$ cat src/rtl/hazard_ctrl_gen.sv
// hazard_ctrl_gen: stage enables, flushes and forwarding selects for the 5-stage core,
// with a load-use bubble machine, memory freeze and saturating stall/flush counters.
module hazard_ctrl_gen #(
  parameter int RA_W = 4,
  parameter int NSRC = 3,
  parameter int LOAD_LAT = 1,
  parameter int EXCL_PC = 1,
  parameter int CNT_W = 16
) (
  input  logic                 CLK,
  input  logic                 RST,
  input  logic [NSRC*RA_W-1:0] RAD,
  input  logic [NSRC*RA_W-1:0] RAE,
  input  logic [RA_W-1:0]      WA3E,
  input  logic [RA_W-1:0]      WA3M,
  input  logic [RA_W-1:0]      WA3W,
  input  logic                 RegWriteE,
  input  logic                 RegWriteM,
  input  logic                 RegWriteW,
  input  logic                 MemtoRegE,
  input  logic                 MemtoRegM,
  input  logic                 PCSrcD,
  input  logic                 PCSrcE,
  input  logic                 PCSrcM,
  input  logic                 PCSrcW,
  input  logic                 BranchTakenE,
  input  logic                 MemReadyM,
  input  logic                 ClrCnt,
  output logic [NSRC*2-1:0]    Forward,
  output logic                 StallF,
  output logic                 StallD,
  output logic                 StallE,
  output logic                 StallM,
  output logic                 FlushD,
  output logic                 FlushE,
  output logic                 FlushW,
  output logic [CNT_W-1:0]     StallCnt,
  output logic [CNT_W-1:0]     FlushCnt
);
  typedef enum logic {IDLE, LDWAIT} state_t;
  state_t state, stateNext;
  logic [1:0] cnt, cntNext;
  logic ldHit, ldStall, pcPend, frz;

  function automatic logic isMatch(input logic [RA_W-1:0] a, input logic [RA_W-1:0] w, input logic we);
    return we && (a == w) && !(EXCL_PC != 0 && a == {RA_W{1'b1}});
  endfunction

  always_comb begin
    Forward = '0;
    ldHit = 1'b0;
    for (int i = 0; i < NSRC; i++) begin
      Forward[2*i +: 2] = !RST ? 2'b00 :
        (isMatch(RAE[i*RA_W +: RA_W], WA3M, RegWriteM) && !(LOAD_LAT == 2 && MemtoRegM)) ? 2'b10 :
        isMatch(RAE[i*RA_W +: RA_W], WA3W, RegWriteW) ? 2'b01 : 2'b00;
      ldHit |= isMatch(RAD[i*RA_W +: RA_W], WA3E, RegWriteE && MemtoRegE);
    end
  end

  // A taken branch during LDWAIT squashes the held instruction, so the bubble is dropped.
  always_comb begin
    frz = !MemReadyM;
    pcPend = PCSrcD | PCSrcE | PCSrcM;
    ldStall = (state == IDLE) ? ldHit : !BranchTakenE;
    stateNext = state;
    cntNext = cnt;
    if (!frz && state == IDLE && ldHit && LOAD_LAT > 1) begin
      stateNext = LDWAIT;
      cntNext = 2'(LOAD_LAT - 1);
    end else if (!frz && state == LDWAIT) begin
      stateNext = (BranchTakenE || cnt == 2'd1) ? IDLE : LDWAIT;
      cntNext = BranchTakenE ? 2'd0 : cnt - 2'd1;
    end
    StallF = RST && (frz || ldStall || pcPend);
    StallD = RST && (frz || ldStall);
    StallE = RST && frz;
    StallM = RST && frz;
    FlushD = !RST || (!frz && (pcPend || PCSrcW || BranchTakenE));
    FlushE = !RST || (!frz && (ldStall || BranchTakenE));
    FlushW = !RST || frz;
  end

  always_ff @(posedge CLK or negedge RST) begin
    if (!RST) begin
      state <= IDLE;
      cnt <= '0;
    end else begin
      state <= stateNext;
      cnt <= cntNext;
    end
  end

  always_ff @(posedge CLK or negedge RST) begin
    if (!RST) begin
      StallCnt <= '0;
      FlushCnt <= '0;
    end else if (ClrCnt) begin
      StallCnt <= '0;
      FlushCnt <= '0;
    end else begin
      if (StallD && StallCnt != {CNT_W{1'b1}}) StallCnt <= StallCnt + CNT_W'(1);
      if ((FlushD || FlushE) && FlushCnt != {CNT_W{1'b1}}) FlushCnt <= FlushCnt + CNT_W'(1);
    end
  end
endmodule
$ cat config.mk
export PLATFORM = sky130hd
export DESIGN_NAME = hazard_ctrl_gen
export DESIGN_NICKNAME = d
export VERILOG_FILES = /design/src/rtl/hazard_ctrl_gen.sv
export SDC_FILE = /design/constraint.sdc
export NUM_CORES = 1
export LEC_CHECK = 0
export ABC_CLOCK_PERIOD_IN_PS = 2650
export CORE_MARGIN = 4
export CORE_UTILIZATION = 60
export CTS_BUF_LIST = sky130_fd_sc_hd__clkbuf_4 sky130_fd_sc_hd__clkbuf_8 sky130_fd_sc_hd__clkbuf_16
export DETAILED_ROUTE_END_ITERATION = 12
export DONT_BUFFER_PORTS = 1
export HOLD_SLACK_MARGIN = 0.06
export PLACE_DENSITY = 0.86
export SYNTH_ARGS = -nofsm -noshare
export SYNTH_HDL_FRONTEND = slang
export SYNTH_SLANG_ARGS = --single-unit
$ cat constraint.sdc
create_clock -name CLK -period 2.65 [get_ports CLK]
set_clock_uncertainty 0.2 [all_clocks]
set_input_delay 0.265 -clock CLK [delete_from_list [all_inputs] [get_ports CLK]]
set_output_delay 0.265 -clock CLK [all_outputs]
set_load 0.005 [all_outputs]
==> run metrics <==
path type of the worst setup path=input pin to register; CTS Sinks=35; max-slew violation total from the final report=0; register-to-register path setup slack=0.11 ns; area taken by multi-input logic gates=1775 um^2; number of rows created at floorplan=24; Final Worst Setup Slack=0.05048 ns; relative slew slack=68.56%; clock latency on the worst-skew pair=0.29 ns; final core utilization=68.91%; Die ar.=5752 um^2; part of the Yosys area used for sequential elements=31.72%; endpoint required time on the critical path=2.67 ns; total congestion overflow after global routing=0; detail-routed via count per cell=6.449; TritonCTS clock tree=done; mapped cell area=2761 um^2; effective utilization at floorplan=62.56%; Detailed Route Iter0 Violations=190; Routed WL per cell=17.40 um; root buf cell=sky130_fd_sc_hd__clkbuf_8; Most common cell on crit path=sky130_fd_sc_hd__dlygate4sd3_1; highest clock rate=384.7 MHz; Max stage delay on crit path=0.58 ns; antenna violations before repair=0; core area=4414 um^2; cell at the slowest stage of the critical path=sky130_fd_sc_hd__dlygate4sd3_1; top library cells by usage in the layout, fill and taps aside=35 x sky130_fd_sc_hd__nor2_1, 32 x sky130_fd_sc_hd__dfrtp_1, 25 x sky130_fd_sc_hd__xnor2_1, 22 x sky130_fd_sc_hd__nand2_1, 20 x sky130_fd_sc_hd__a21oi_1; filler instances=352; CTS Buffer Depth=2; area occupied by registers=879.6 um^2; clock-pin slew on the worst setup and hold paths=0.07 ns; first-pass GRT wire length=10490 um; number of enable flip-flop cells after synthesis=0; endpoint of the most critical register-to-register path=FlushCnt[3]$_DFFE_PN0P_; H-Tree Depth=2; Setup crit start kind=input pin; Netlist cell types=48; count of endpoints failing setup in the final report=0; number of hold-slack violations in the final timing report=0; top-level port count=95; FF-to-FF path depth=7; minimum clock period=2.600 ns; Detailed Routing Iterations Pass 1=4; fraction of registers with async set/reset=100.0%; number of global-route vias before repair=2400; Post-DP HPWL=4621 um; sink of the worst hold path=FlushCnt[1]$_DFFE_PN0P_; worst hold path cell count=3; Port Buffer Count=0; floorplan die width=75.84 um; reg-to-reg critical path startpoint=FlushCnt[0]$_DFFE_PN0P_; number of antenna diodes=0; DR DRC count=0; outcome=completed; ordered cell list for the critical path=dlygate4sd3_1 -> inv_1 -> nand2_1 -> nor2_1 -> nor4bb_4 -> buf_12 -> or4_1 -> a21oi_1 -> dlygate4sd3_1; share of the clock period used by the worst path=98.10%; number of buffers and inverters on the critical path=4; leakage power total=0.001174 uW; max capacitance violation total=0; Setup TNS Final=0 ns; setup repair after global routing missed its margin=false; maximum number of pins on one net before global-route repair=40; number of nets in the synthesized netlist=371; Top Family by Delay on Critical Path=buffers and inverters; main flop type after synthesis=sky130_fd_sc_hd__dfrtp_1; transition time at the pin with the least slew margin=0.4673 ns; highest ir drop seen on vdd=0.0001924 V; cell area power density=364.9 nW/um^2; Min-Delay Startpoint=ClrCnt; DR vias=2457; Layout area overhead=10.15%; most frequent standard cell in the layout excluding fill and tap cells=sky130_fd_sc_hd__nor2_1; DRT Wirelength=6631 um; Worst Setup Slack post-DPL=0.3551 ns; average cell area after synthesis=8.684 um^2; Crit path arrival time=2.62 ns; placer's final routability congestion estimate=0.8727; share of final-layout standard cells stronger than drive strength 1=14.29%; nature of the critical path endpoint=register; class of the tightest hold or removal check=input pin to register; number of warnings issued by yosys=0; count of nets after finishing=381; post-synthesis sequential element count=35; highest net fanout along the worst path=14; synthesized instance count=318; clock buffers created by TritonCTS=5; die height=75.84 um; number of routed nets with antenna violations=0; GR Util All Layers=23.29%
## logic make-up (layout without fill, tap and decap cells)
logic type	Yosys count	after routing	share of synthesized area (%)
xor gates and xnor gates	27	27	8.564
AOI/OAI and AO/OA	53	53	11.96
adders and majority gates	3	3	1.359
muxes	13	13	5.663
buffers and inverters	22	33	4.622
DFF	35	35	31.72
and+or+nand+nor	165	165	36.11
## sequential cells by signal, summed over array words and instances, names as in the netlist
register  cells
state         1
StallCnt     16
FlushCnt     16
cnt           2
## worst min-delay path, cell delays in order
cell                      delay [ns]
sky130_fd_sc_hd__inv_1          0.10
sky130_fd_sc_hd__nand2_1        0.10
sky130_fd_sc_hd__o41ai_1        0.06
## metal layers
layer  vias up  share of wire (%)  GRT usage (%)
li1       1197                  -              -
met1      1167                 43          28.28
met2        86                 49          40.11
met3         7                7.3          7.124
met4         0                1.2          5.631
met5         -                  0              0
## timing repair
item                                    4_1_cts  5_1_grt
endpoints found under the setup margin        0        1
setup buffers                                 0        1
gates resized for setup                       0        5
hold endpoints to repair                     66        0
hold buffers                                  7        0
## stage by stage
stage	total power, uW	hold slack, ns	cells	cell area, um^2
finish	1110	0.06491	381	3042
global route	1164	0.06668	381	3042
CTS	1113	0.06275	379	2999
detailed placement	688.2	-0.2292	364	2820
global placement	682.7	-0.2294	364	2820
floorplan	678.0	-0.2306	318	2761
## worst max path at each step
stage	cells after the start	start	slack (ns)	to
after floorplan	7	StallCnt[0]$_DFFE_PN0P_	0.57	StallCnt[6]$_DFFE_PN0P_
after global placement	5	StallCnt[3]$_DFFE_PN0P_	0.41	StallCnt[12]$_DFFE_PN0P_
after detailed placement	5	StallCnt[3]$_DFFE_PN0P_	0.36	StallCnt[12]$_DFFE_PN0P_
after CTS	7	FlushCnt[0]$_DFFE_PN0P_	0.04	FlushCnt[3]$_DFFE_PN0P_
after global routing	9	BranchTakenE	0.007	FlushCnt[3]$_DFFE_PN0P_
final	9	BranchTakenE	0.05	FlushCnt[3]$_DFFE_PN0P_
## area by class of cell
type / count / area share (%)
Multi-Input combinational cell: 261 / 58.37
Sequential cell: 35 / 28.92
Timing Repair Buffer: 18 / 6.787
Clock buffer: 7 / 2.756
Tap cell: 52 / 2.139
Inverter: 7 / 0.8638
Clock inverter: 1 / 0.1645
## where the power goes
group	switching [uW]	internal, uW	total (uW)
logic	81.4	81.6	163
clock network	191	205	395
registers	11.2	540	551
## Yosys cell counts (3+ instances only)
master | count | area [um^2]
sky130_fd_sc_hd__a31oi_1 | 4 | 25.02
sky130_fd_sc_hd__o31ai_1 | 8 | 60.06
sky130_fd_sc_hd__nand3_1 | 17 | 85.08
sky130_fd_sc_hd__ha_1 | 3 | 37.54
sky130_fd_sc_hd__clkbuf_1 | 5 | 18.77
sky130_fd_sc_hd__mux2_4 | 3 | 45.04
sky130_fd_sc_hd__o21ai_0 | 5 | 25.02
sky130_fd_sc_hd__nor4_1 | 8 | 50.05
sky130_fd_sc_hd__nor2b_1 | 11 | 68.82
sky130_fd_sc_hd__a21oi_1 | 20 | 100.1
sky130_fd_sc_hd__mux2_1 | 3 | 33.78
sky130_fd_sc_hd__xnor2_1 | 25 | 219.0
sky130_fd_sc_hd__mux2_2 | 6 | 67.56
sky130_fd_sc_hd__o21ai_1 | 6 | 30.03
sky130_fd_sc_hd__buf_6 | 4 | 45.04
sky130_fd_sc_hd__nand4_1 | 17 | 106.4
sky130_fd_sc_hd__or4_1 | 11 | 82.58
sky130_fd_sc_hd__nand2_1 | 22 | 82.58
sky130_fd_sc_hd__and2_1 | 8 | 50.05
sky130_fd_sc_hd__buf_4 | 3 | 22.52
sky130_fd_sc_hd__nor3_1 | 7 | 35.03
sky130_fd_sc_hd__nor2_1 | 35 | 131.4
sky130_fd_sc_hd__inv_1 | 7 | 26.28
sky130_fd_sc_hd__or3_1 | 11 | 68.82
sky130_fd_sc_hd__dfrtp_1 | 35 | 875.8
sky130_fd_sc_hd__buf_2 | 3 | 15.01
Note: power is estimated with default switching activity, not from simulation.
